<file path="src/rtl/rally_game_pkg.sv">
// Shared definitions for the rally game: FSM state codes, player ids and
// width helpers used to size the position and divider registers.
package rally_game_pkg;

   localparam int STATE_W = 3;

   localparam logic [STATE_W-1:0] ST_IDLE   = 3'd0;
   localparam logic [STATE_W-1:0] ST_SERVE  = 3'd1;
   localparam logic [STATE_W-1:0] ST_MOVE_R = 3'd2;
   localparam logic [STATE_W-1:0] ST_MOVE_L = 3'd3;
   localparam logic [STATE_W-1:0] ST_POINT  = 3'd4;
   localparam logic [STATE_W-1:0] ST_OVER   = 3'd5;

   typedef enum logic {
      P1 = 1'b0,
      P2 = 1'b1
   } player_t;

   // Bits needed to hold the value n itself (used for divider counts).
   function automatic int cnt_width(input int n);
      return (n < 2) ? 1 : $clog2(n + 1);
   endfunction

endpackage

</file>
<file path="src/rtl/rally_step_timer.sv">
// Programmable step divider. Counts 0..div-1 while enabled and pulses step
// on the terminal count, then wraps. clr forces the count back to zero.
//   clk, reset (async, active low), en, clr, div -> step
module rally_step_timer
   import rally_game_pkg::*;
#(
   parameter int DW = 8
) (
   input  logic          clk,
   input  logic          reset,
   input  logic          en,
   input  logic          clr,
   input  logic [DW-1:0] div,
   output logic          step
);

   logic [DW-1:0] cnt;
   logic          tc;

   // >= rather than == so a shrinking div can never strand the count above it.
   assign tc   = (cnt >= div - DW'(1));
   assign step = en & tc;

   always_ff @(posedge clk or negedge reset) begin
      if (!reset) begin
         cnt <= '0;
      end else if (clr) begin
         cnt <= '0;
      end else if (en) begin
         cnt <= tc ? '0 : cnt + DW'(1);
      end
   end

endmodule

</file>
<file path="src/rtl/rally_game.sv">
// Two-player button rally game core. Moves a ball across an NPOS LED strip,
// detects hits, fouls and misses, keeps scores and alternates serve.
//   inputs : clk, reset (async, active low), p1, p2, kick (synchronised levels)
//   outputs: led strip, pos, sc1/sc2, state code, win1/win2/err pulses, over
//
// state   | meaning
// IDLE    | strip dark, waiting for kick
// SERVE   | ball parked at server's end, waiting for server's button
// MOVE_R  | ball travelling toward player 2
// MOVE_L  | ball travelling toward player 1
// POINT   | strip fully lit for one base step after a point
// OVER    | match finished, winner's half lit until kick
module rally_game
   import rally_game_pkg::*;
#(
   parameter int NPOS      = 8,
   parameter int TICK_DIV  = 25000000,
   parameter int MIN_DIV   = 3125000,
   parameter int SPEEDUP   = 1,
   parameter int WIN_SCORE = 5,
   parameter int SCW       = 3
) (
   input  logic                    clk,
   input  logic                    reset,
   input  logic                    p1,
   input  logic                    p2,
   input  logic                    kick,
   output logic [NPOS-1:0]         led,
   output logic [$clog2(NPOS)-1:0] pos,
   output logic [SCW-1:0]          sc1,
   output logic [SCW-1:0]          sc2,
   output logic [2:0]              state,
   output logic                    win1,
   output logic                    win2,
   output logic                    err,
   output logic                    over
);

   localparam int PW = $clog2(NPOS);
   localparam int DW = cnt_width(TICK_DIV);
   localparam logic [PW-1:0]  POS_END  = PW'(NPOS - 1);
   localparam logic [DW-1:0]  DIV_BASE = DW'(TICK_DIV);
   localparam logic [DW-1:0]  DIV_MIN  = DW'(MIN_DIV);
   localparam logic [SCW-1:0] SC_WIN   = SCW'(WIN_SCORE);

   logic          p1_q, p2_q, kick_q;
   logic          p1_e, p2_e, kick_e;
   logic [2:0]    state_nx;
   logic          hit, award1, award2, foul;
   logic          at_end, at_start;
   logic          step, tmr_en, tmr_clr;
   logic [DW-1:0] cur_div, tmr_div, half_div, fast_div;
   player_t       server;

   assign p1_e   = p1 & ~p1_q;
   assign p2_e   = p2 & ~p2_q;
   assign kick_e = kick & ~kick_q;

   assign at_end   = (pos == POS_END);
   assign at_start = (pos == '0);

   assign half_div = cur_div >> 1;
   assign fast_div = (half_div < DIV_MIN) ? DIV_MIN : half_div;

   assign tmr_en  = (state == ST_MOVE_R) || (state == ST_MOVE_L) || (state == ST_POINT);
   assign tmr_div = (state == ST_POINT) ? DIV_BASE : cur_div;
   // Every hit is also a state change, so one clear covers both cases.
   assign tmr_clr = (state_nx != state);

   rally_step_timer #(.DW(DW)) u_timer (
      .clk   (clk),
      .reset (reset),
      .en    (tmr_en),
      .clr   (tmr_clr),
      .div   (tmr_div),
      .step  (step)
   );

   always_comb begin
      state_nx = state;
      hit      = 1'b0;
      award1   = 1'b0;
      award2   = 1'b0;
      foul     = 1'b0;
      case (state)
         ST_IDLE:  if (kick_e) state_nx = ST_SERVE;
         ST_SERVE: begin
            if (server == P1 && p1_e)      state_nx = ST_MOVE_R;
            else if (server == P2 && p2_e) state_nx = ST_MOVE_L;
         end
         ST_MOVE_R: begin
            // Receiver's edge outranks the step, so a press on the last
            // step cycle is still a return.
            if (p2_e) begin
               if (at_end) begin
                  hit      = 1'b1;
                  state_nx = ST_MOVE_L;
               end else begin
                  foul   = 1'b1;
                  award1 = 1'b1;
               end
            end else if (step && at_end) begin
               award1 = 1'b1;
            end
         end
         ST_MOVE_L: begin
            if (p1_e) begin
               if (at_start) begin
                  hit      = 1'b1;
                  state_nx = ST_MOVE_R;
               end else begin
                  foul   = 1'b1;
                  award2 = 1'b1;
               end
            end else if (step && at_start) begin
               award2 = 1'b1;
            end
         end
         ST_POINT: begin
            if (step) state_nx = (sc1 == SC_WIN || sc2 == SC_WIN) ? ST_OVER : ST_SERVE;
         end
         ST_OVER:  if (kick_e) state_nx = ST_IDLE;
         default:  state_nx = ST_IDLE;
      endcase
      if (award1 || award2) state_nx = ST_POINT;
   end

   always_ff @(posedge clk or negedge reset) begin
      if (!reset) begin
         state   <= ST_IDLE;
         pos     <= '0;
         sc1     <= '0;
         sc2     <= '0;
         win1    <= 1'b0;
         win2    <= 1'b0;
         err     <= 1'b0;
         server  <= P1;
         cur_div <= DIV_BASE;
         p1_q    <= 1'b0;
         p2_q    <= 1'b0;
         kick_q  <= 1'b0;
      end else begin
         state  <= state_nx;
         win1   <= award1;
         win2   <= award2;
         err    <= foul;
         p1_q   <= p1;
         p2_q   <= p2;
         kick_q <= kick;
         if (award1 && sc1 != SC_WIN) sc1 <= sc1 + SCW'(1);
         if (award2 && sc2 != SC_WIN) sc2 <= sc2 + SCW'(1);
         if (award1) server <= P2;
         if (award2) server <= P1;
         if (hit && SPEEDUP != 0) cur_div <= fast_div;
         case (state)
            ST_IDLE: begin
               if (kick_e) begin
                  server  <= P1;
                  pos     <= '0;
                  cur_div <= DIV_BASE;
               end
            end
            ST_MOVE_R: if (step && !p2_e && !at_end)   pos <= pos + PW'(1);
            ST_MOVE_L: if (step && !p1_e && !at_start) pos <= pos - PW'(1);
            ST_POINT: begin
               if (state_nx == ST_SERVE) begin
                  pos     <= (server == P2) ? POS_END : '0;
                  cur_div <= DIV_BASE;
               end
            end
            ST_OVER: begin
               if (kick_e) begin
                  sc1 <= '0;
                  sc2 <= '0;
                  pos <= '0;
               end
            end
            default: ;
         endcase
      end
   end

   assign over = (state == ST_OVER);

   always_comb begin
      led = '0;
      case (state)
         ST_SERVE, ST_MOVE_R, ST_MOVE_L: led[pos] = 1'b1;
         ST_POINT: led = '1;
         ST_OVER: begin
            // Odd NPOS: the middle LED falls in player 2's half.
            for (int i = 0; i < NPOS; i++)
               led[i] = (sc1 == SC_WIN) ? (i < NPOS / 2) : (i >= NPOS / 2);
         end
         default: ;
      endcase
   end

endmodule

</file>
<file path="config.mk">
export PLATFORM = sky130hd
export DESIGN_NAME = rally_game
export DESIGN_NICKNAME = d
export VERILOG_FILES = /design/src/rtl/rally_game_pkg.sv /design/src/rtl/rally_step_timer.sv /design/src/rtl/rally_game.sv
export SDC_FILE = /design/constraint.sdc
export NUM_CORES = 1
export LEC_CHECK = 0
export ABC_CLOCK_PERIOD_IN_PS = 6190
export CORE_UTILIZATION = 61
export CTS_CLUSTER_SIZE = 14
export DETAILED_ROUTE_END_ITERATION = 16
export GPL_TIMING_DRIVEN = 0
export PLACE_DENSITY_LB_ADDON = 0.15
export SLEW_MARGIN = 10
export SYNTH_ARGS = -nofsm -noshare
export SYNTH_HDL_FRONTEND = slang
export SYNTH_SLANG_ARGS = --single-unit
</file>
<file path="constraint.sdc">
create_clock -name clk -period 6.19 [get_ports clk]
set_clock_uncertainty 0.1 [all_clocks]
set_input_delay 1.238 -clock clk [delete_from_list [all_inputs] [get_ports clk]]
set_output_delay 1.238 -clock clk [all_outputs]
set_load 0.03 [all_outputs]
</file>
======== After elaboration in Yosys (flattened, before gate mapping) ========
Cells that the tools add are included.
operators by class
  equality and inequality tests ........... 16
  $lt $le $gt $ge ......................... 4
  $add $sub $neg .......................... 6
  reductions and logical operators ........ 26
  bitwise gates (word level) .............. 8
  muxes and demuxes ....................... 58
operators by type and width
  operator                                                                         number
  25-bit two-way mux                                                               7
  3-bit two-way mux                                                                22
  25-bit case mux with 2 select lines                                              1
  25-bit by 1-bit adder with 25-bit output (second input constant)                 1
  25-bit >= comparator                                                             1
  25-bit by 1-bit subtractor with 25-bit output (second input constant)            1
  24-bit by 22-bit less-than comparator with 1-bit output (second input constant)  1
  24-bit two-way mux                                                               1
  8-bit case mux with 3 select lines                                               1
  1-bit two-way mux                                                                21
  3-bit case mux with 6 select lines                                               1
  3-bit equality test (second input constant)                                      5
  3-bit case mux with 4 select lines                                               1
  1-bit logical AND                                                                11
  3-bit by 1-bit adder with 3-bit output (second input constant)                   3
  2-bit by 1-bit inequality test with 1-bit output (second input constant)         4
  3-bit by 1-bit equality test with 1-bit output (second input constant)           2
  3-bit by 2-bit equality test with 1-bit output (second input constant)           2
  3-bit logical NOT                                                                2
  3-bit inequality test (second input constant)                                    2
  5-bit AND reduction                                                              1
  1-bit bitwise AND                                                                4
  1-bit logical NOT                                                                4
  1-bit logical OR                                                                 4
  other kinds (11)                                                                 15
storage, ports and cells
  register bits after elaboration ......... 69
  word-level logic and storage cells ...... 131

======== Logic depth before layout (Yosys ltp) ========
  word-level depth ........................ 14
  gate-level depth with buffers ........... 23

======== Cells and area by module ========
From an unflattened synthesis, not the netlist that was laid out.
unflattened totals
  cells, all modules ...................... 600
  area total of the unflattened synthesis .. 5202.5 um2
modules (own cells, without submodules)
  module            sequential area each (um2)  cells an instance  area each (um2)  times used
  rally_game        1116.1                      280                2616.3           1
  rally_step_timer  625.6                       320                2586.2           1

======== Worst setup path before layout ========
OpenSTA, ideal clock, no wires.
  kind .................................... register to register
  from .................................... register state[0]
  to ...................................... register u_timer.cnt[10]
  stages on the path, launching flop included .. 24
  required time ........................... 5.952 ns
  library setup time ...................... 0.138 ns
  arrival time ............................ 5.154 ns
  slack ................................... 0.799 ns
  period minus slack after synthesis ...... 5.391 ns
  cells stage by stage .................... dfrtp_1 buf_2 or3b_1 buf_2 clkbuf_1 nand2_1 ha_1 clkbuf_1 nand3b_1 nand4b_1 or4_1 nor3_2 xor2_1 nor2_1 ha_1 nand4_1 nor4_1 nand3_1 nand3_1 clkbuf_1 o21ai_0 o21ai_1 clkbuf_1 nor4_1
between the ends
  cells in the longest elaborated chain, start to end .. 13
  elaborated cells on any way between the ends .. 37
  classes of those cells .................. add/sub (1); order compare (1); eq/ne (6); mux (21); bitwise (1); reduce/logical (7)
ends and longest elaborated chain
  item                                                             line                                                  RTL
  from (decl)                                                      rally_game.sv:32                                      output logic [2:0] state,
  from (signal assigned)                                           rally_game.sv:143                                     state <= state_nx;
  3-bit equality test                                              rally_game.sv:65, rally_game.sv:66, rally_game.sv:85
  25-bit two-way mux                                               rally_game.sv:66                                      assign tmr_div = (state == ST_POINT) ? DIV_BASE : cur_div;
  25-bit by 1-bit subtractor with 25-bit output                    rally_step_timer.sv:21                                assign tc = (cnt >= div - DW'(1));
  25-bit >= comparator                                             rally_step_timer.sv:21
  1-bit bitwise AND                                                rally_step_timer.sv:22                                assign step = en & tc;
  1-bit logical AND, on equally long branches                      rally_game.sv:102, rally_game.sv:115
  1-bit two-way mux, on equally long branches                      rally_game.sv:102, rally_game.sv:115
  1-bit two-way mux, on equally long branches                      rally_game.sv:94, rally_game.sv:107
  1-bit two-way mux                                                rally_game.sv:85                                      case (state)
  1-bit logical OR                                                 rally_game.sv:125                                     if (award1 || award2) state_nx = ST_POINT;
  3-bit two-way mux                                                rally_game.sv:125
  3-bit inequality test                                            rally_game.sv:68                                      assign tmr_clr = (state_nx != state);
  25-bit two-way mux / 2-bit nonzero test (equally long branches)  --
  to (signal assigned)                                             rally_step_timer.sv:30                                cnt <= tc ? '0 : cnt + DW'(1);
  to (decl)                                                        rally_step_timer.sv:17                                logic [DW-1:0] cnt;
Several ways; a longest one is shown, not always the timed one. The select of a mux whose other input is x is not followed.
A chain may end at the register's enable or synchronous reset.

======== Worst setup path after layout ========
  from .................................... register state[0]
  to ...................................... register u_timer.cnt[6]
Same word-level chain as after synthesis.

==> metrics.md <==
| Metric | Value |
|---|---|
| Total track usage | `31.3%` |
| WP data required | `between 6000 and 7000 ps` |
| Seq/Total Area, Yosys | `35.1%` |
| Initial Util | `a little under two thirds` |
| Fin util | `72.5%` |
| Total power | `0.00220 W` |
| Flop-to-flop setup slack | `460 ps` |
| First-pass GRT wire length | `21,100 um` |
| Hold path cells | `2` |
| Worst vdd ir | `0.000310 V` |
| Post-synthesis compound-gate area fraction | `14.3%` |
| Clock slew at reported path FFs | `around 90 ps` |
| Die height | `92.2 um` |
| Max-cap violations | `0` |
| Top Ports | `29` |
| Die width | `between 90 and 100 um` |
| Worst R2R End | `u_timer.cnt[6]` |
| Layout cell share with drive strength beyond 1 | `10.3%` |
| Final setup vio count | `0` |
| WL/cell | `between 15 and 20 um` |
| Top FF cell, synth | `dfrtp_1` |
| Met2 usage | `a little under three fifths` |
| Pre-CTS setup slack | `-116 ps` |
| Pin slew with the least headroom to its limit | `788 ps` |
| Avg Inst Size Synth | `between 8 and 9 um2` |
| Share of the synthesized area in the top cell type | `28.7%` |
| Initial drt markers | `352` |
| Most frequent cell after synthesis | `nand2_1` |
| Fin nets | `about 670` |
| Final hold violation count | `0` |
| Number of port buffers | `28` |
| Largest family of logic cells by synthesized area | `simple AND/OR/NAND/NOR gates` |
| Vias | `4,667` |
| XOR/XNOR share of the synthesized area | `7.59%` |
| Post-synth EDFFs | `0` |
| TritonCTS Buffers | `9` |
| HP Class | `flop to flop` |
| CTS Hold Bufs | `0` |
| Total negative slack | `0 ps` |
| Top post-synthesis cells by area | `dfrtp_1, ha_1, nand2_1` |
| Rel. slew slack | `47.2%` |
| Root buffer cell | `clkbuf_8` |
| N_diodes | `0` |
| Dpl cell area | `5390 um2` |
| GR peak layer | `met2` |
| Post-route cell area | `5660 um2` |
| Distinct cells, synth | `between 50 and 60` |
| Run status | `finished clean` |
| Met1 Track Usage GR | `about two fifths` |
| Max-slew violations | `0` |
| Simple-gate share of the synthesized area | `29.6%` |
| Routed Antenna Nets | `0` |
| Vias in the first global route | `4,616` |
| Ys async rst share | `100%` |
| WL final | `about 12,000 um` |
| Fmax | `0.174 GHz` |
| Multiplexer area fraction after synthesis | `under 10%` |
| Initial DRT Pass Iterations | `5` |
| Synth Area in Adders | `8.22%` |
| RR Startpoint | `state[0]` |
| Post-Syn Instances | `594` |
| Pwr/cell area | `388 nW/um2` |
| WHS Endpoint | `cur_div[24]` |
| Area of the die | `8500 um2` |
| Top post-synthesis cells by count | `nand2_1, nor2_1, dfrtp_1, ha_1, a21oi_1` |
| Worst EP arrival | `5840 ps` |
| Met3 usage | `4.98%` |
| Sink Count | `69` |
| Post-Synthesis Net Count | `between 600 and 700` |
| Synthesis warning total | `0` |
| H-tree depth | `3` |
| Placer Congestion | `0.997` |
| Routed vias/inst | `6.29` |
| Hpwl dp | `roughly 9100 um` |
| Synth Register Bits | `69` |
| Cell Rows | `32` |
| Leakage | `2.43 nW` |
| Final setup margin | `455 ps` |
| Gr ovfl total | `0` |
| Reg2reg path depth | `21` |
| CTS tree | `done` |
| Initial antenna violation count | `0` |
| Area Overhead vs Synth | `14.1%` |
| CP Launch Type | `flop` |
| Post-layout minimum cycle time | `5730 ps` |
| Period utilisation layout | `between 90 and 100%` |
| Clock buffer depth | `2` |
| Post-Syn Area | `4960 um2` |
| Worst Path Max Fanout | `10` |
| Worst-Skew Late Latency | `between 300 and 400 ps` |
| RSZ-0062 raised after global routing | `false` |
| Largest net degree at the start of global routing | `37` |
| Crit. End Element | `flop` |
| Drt drc | `0` |
| Hold path startpoint | `cur_div[24]` |
| CORE AREA | `7810 um2` |
| Crit Path Class | `flop to flop` |
| Yosys top cell by area | `dfrtp_1` |
[metrics by stage]
step | instances | hold slack [ps]
global placement | 724 | 387
finish | 742 | 410
floorplan | 594 | 367
global route | 742 | 447
detailed placement | 725 | 394
CTS | 741 | 407
[area by class of cell]
type,instances,area [um2]
multi-input cells,483,3080
fillers,631,2150
flip-flops and latches,69,1740
repair buffers,31,313
clock buffers,11,141
well taps,102,128
plain buffers,29,125
clock inverters,5,83.8
inverters,12,45.0
[logic make-up (layout without fill, tap and decap cells)]
logic type,count (synthesis),in the layout
and+or+nand+nor,292,292
AOI/OAI and AO/OA,107,107
DFF,69,69
xor gates and xnor gates,43,43
buffers and inverters,42,88
adders and majority gates,32,32
muxes,9,9
[where the power goes]
part           internal [W]  total (W)  switching (W)  leakage, nW
Sequential         0.000551   0.000673       0.000122        0.904
Combinational      0.000416    0.00110       0.000686         1.42
Clock              0.000239   0.000420       0.000181        0.106
Total               0.00121    0.00220       0.000990         2.43
[critical path, cell delays in order, from the launching register on]
cell and delay [ps]:
dfrtp_1 370, buf_2 180, or3b_1 350, buf_2 190
clkbuf_2 220, nand2_1 150, ha_2 270, nand3b_1 160
nand4b_1 270, or4_1 520, nor3_1 210, xor2_1 190
nor2_1 70, ha_1 310, nand4_1 160, nor2_1 90
a221oi_1 330, nand3_1 250, o21a_1 320, a2111oi_4 360
clkbuf_1 410, nor4_1 120
[per-layer routing]
metal	vias up	routed length, um
met5	-	0
met4	0	335
met3	34	566
met2	158	6130
met1	2247	5460
li1	2228	-
[cell usage in the layout (no fill, tap or decap), drive strengths merged, types with 12 or more instances in the layout]
cell type,netlist,layout
nand3,15,15
buf,10,14
ha,31,31
clkdlybuf4s50,0,27
inv,12,12
nor4,32,32
a21oi,30,30
nand4,13,13
o21ai,27,27
xnor2,19,19
dfrtp,57,57
clkbuf,20,30
nor3,29,29
xor2,24,24
nor2,67,67
dfstp,12,12
nand2,85,85
[timing repair]
item,4_1_cts,5_1_grt
setup endpoints to repair,20,54
pin swaps,0,1
setup buffers,0,2
resized for setup,3,14
[registers in the layout, indices dropped and copies added, names as in the netlist]
signal and flops:
cur_div 25, err 1, kick_q 1, p1_q 1, p2_q 1, pos 3, sc1 3, sc2 3
server 1, state 3, u_timer.cnt 25, win1 1, win2 1
[how the worst max path moves through the flow]
stage                     slack [ps]     start               to  depth (start not counted)
final                            460  state[0]   u_timer.cnt[6]                         21
after global routing              40  state[0]  u_timer.cnt[21]                         22
after CTS                         50  state[0]   u_timer.cnt[9]                         21
after detailed placement        -120  state[0]  u_timer.cnt[10]                         23
after global placement           0.2  state[0]   u_timer.cnt[4]                         23
after floorplan                  800  state[0]  u_timer.cnt[10]                         23
(Power assumes the default switching activity.)
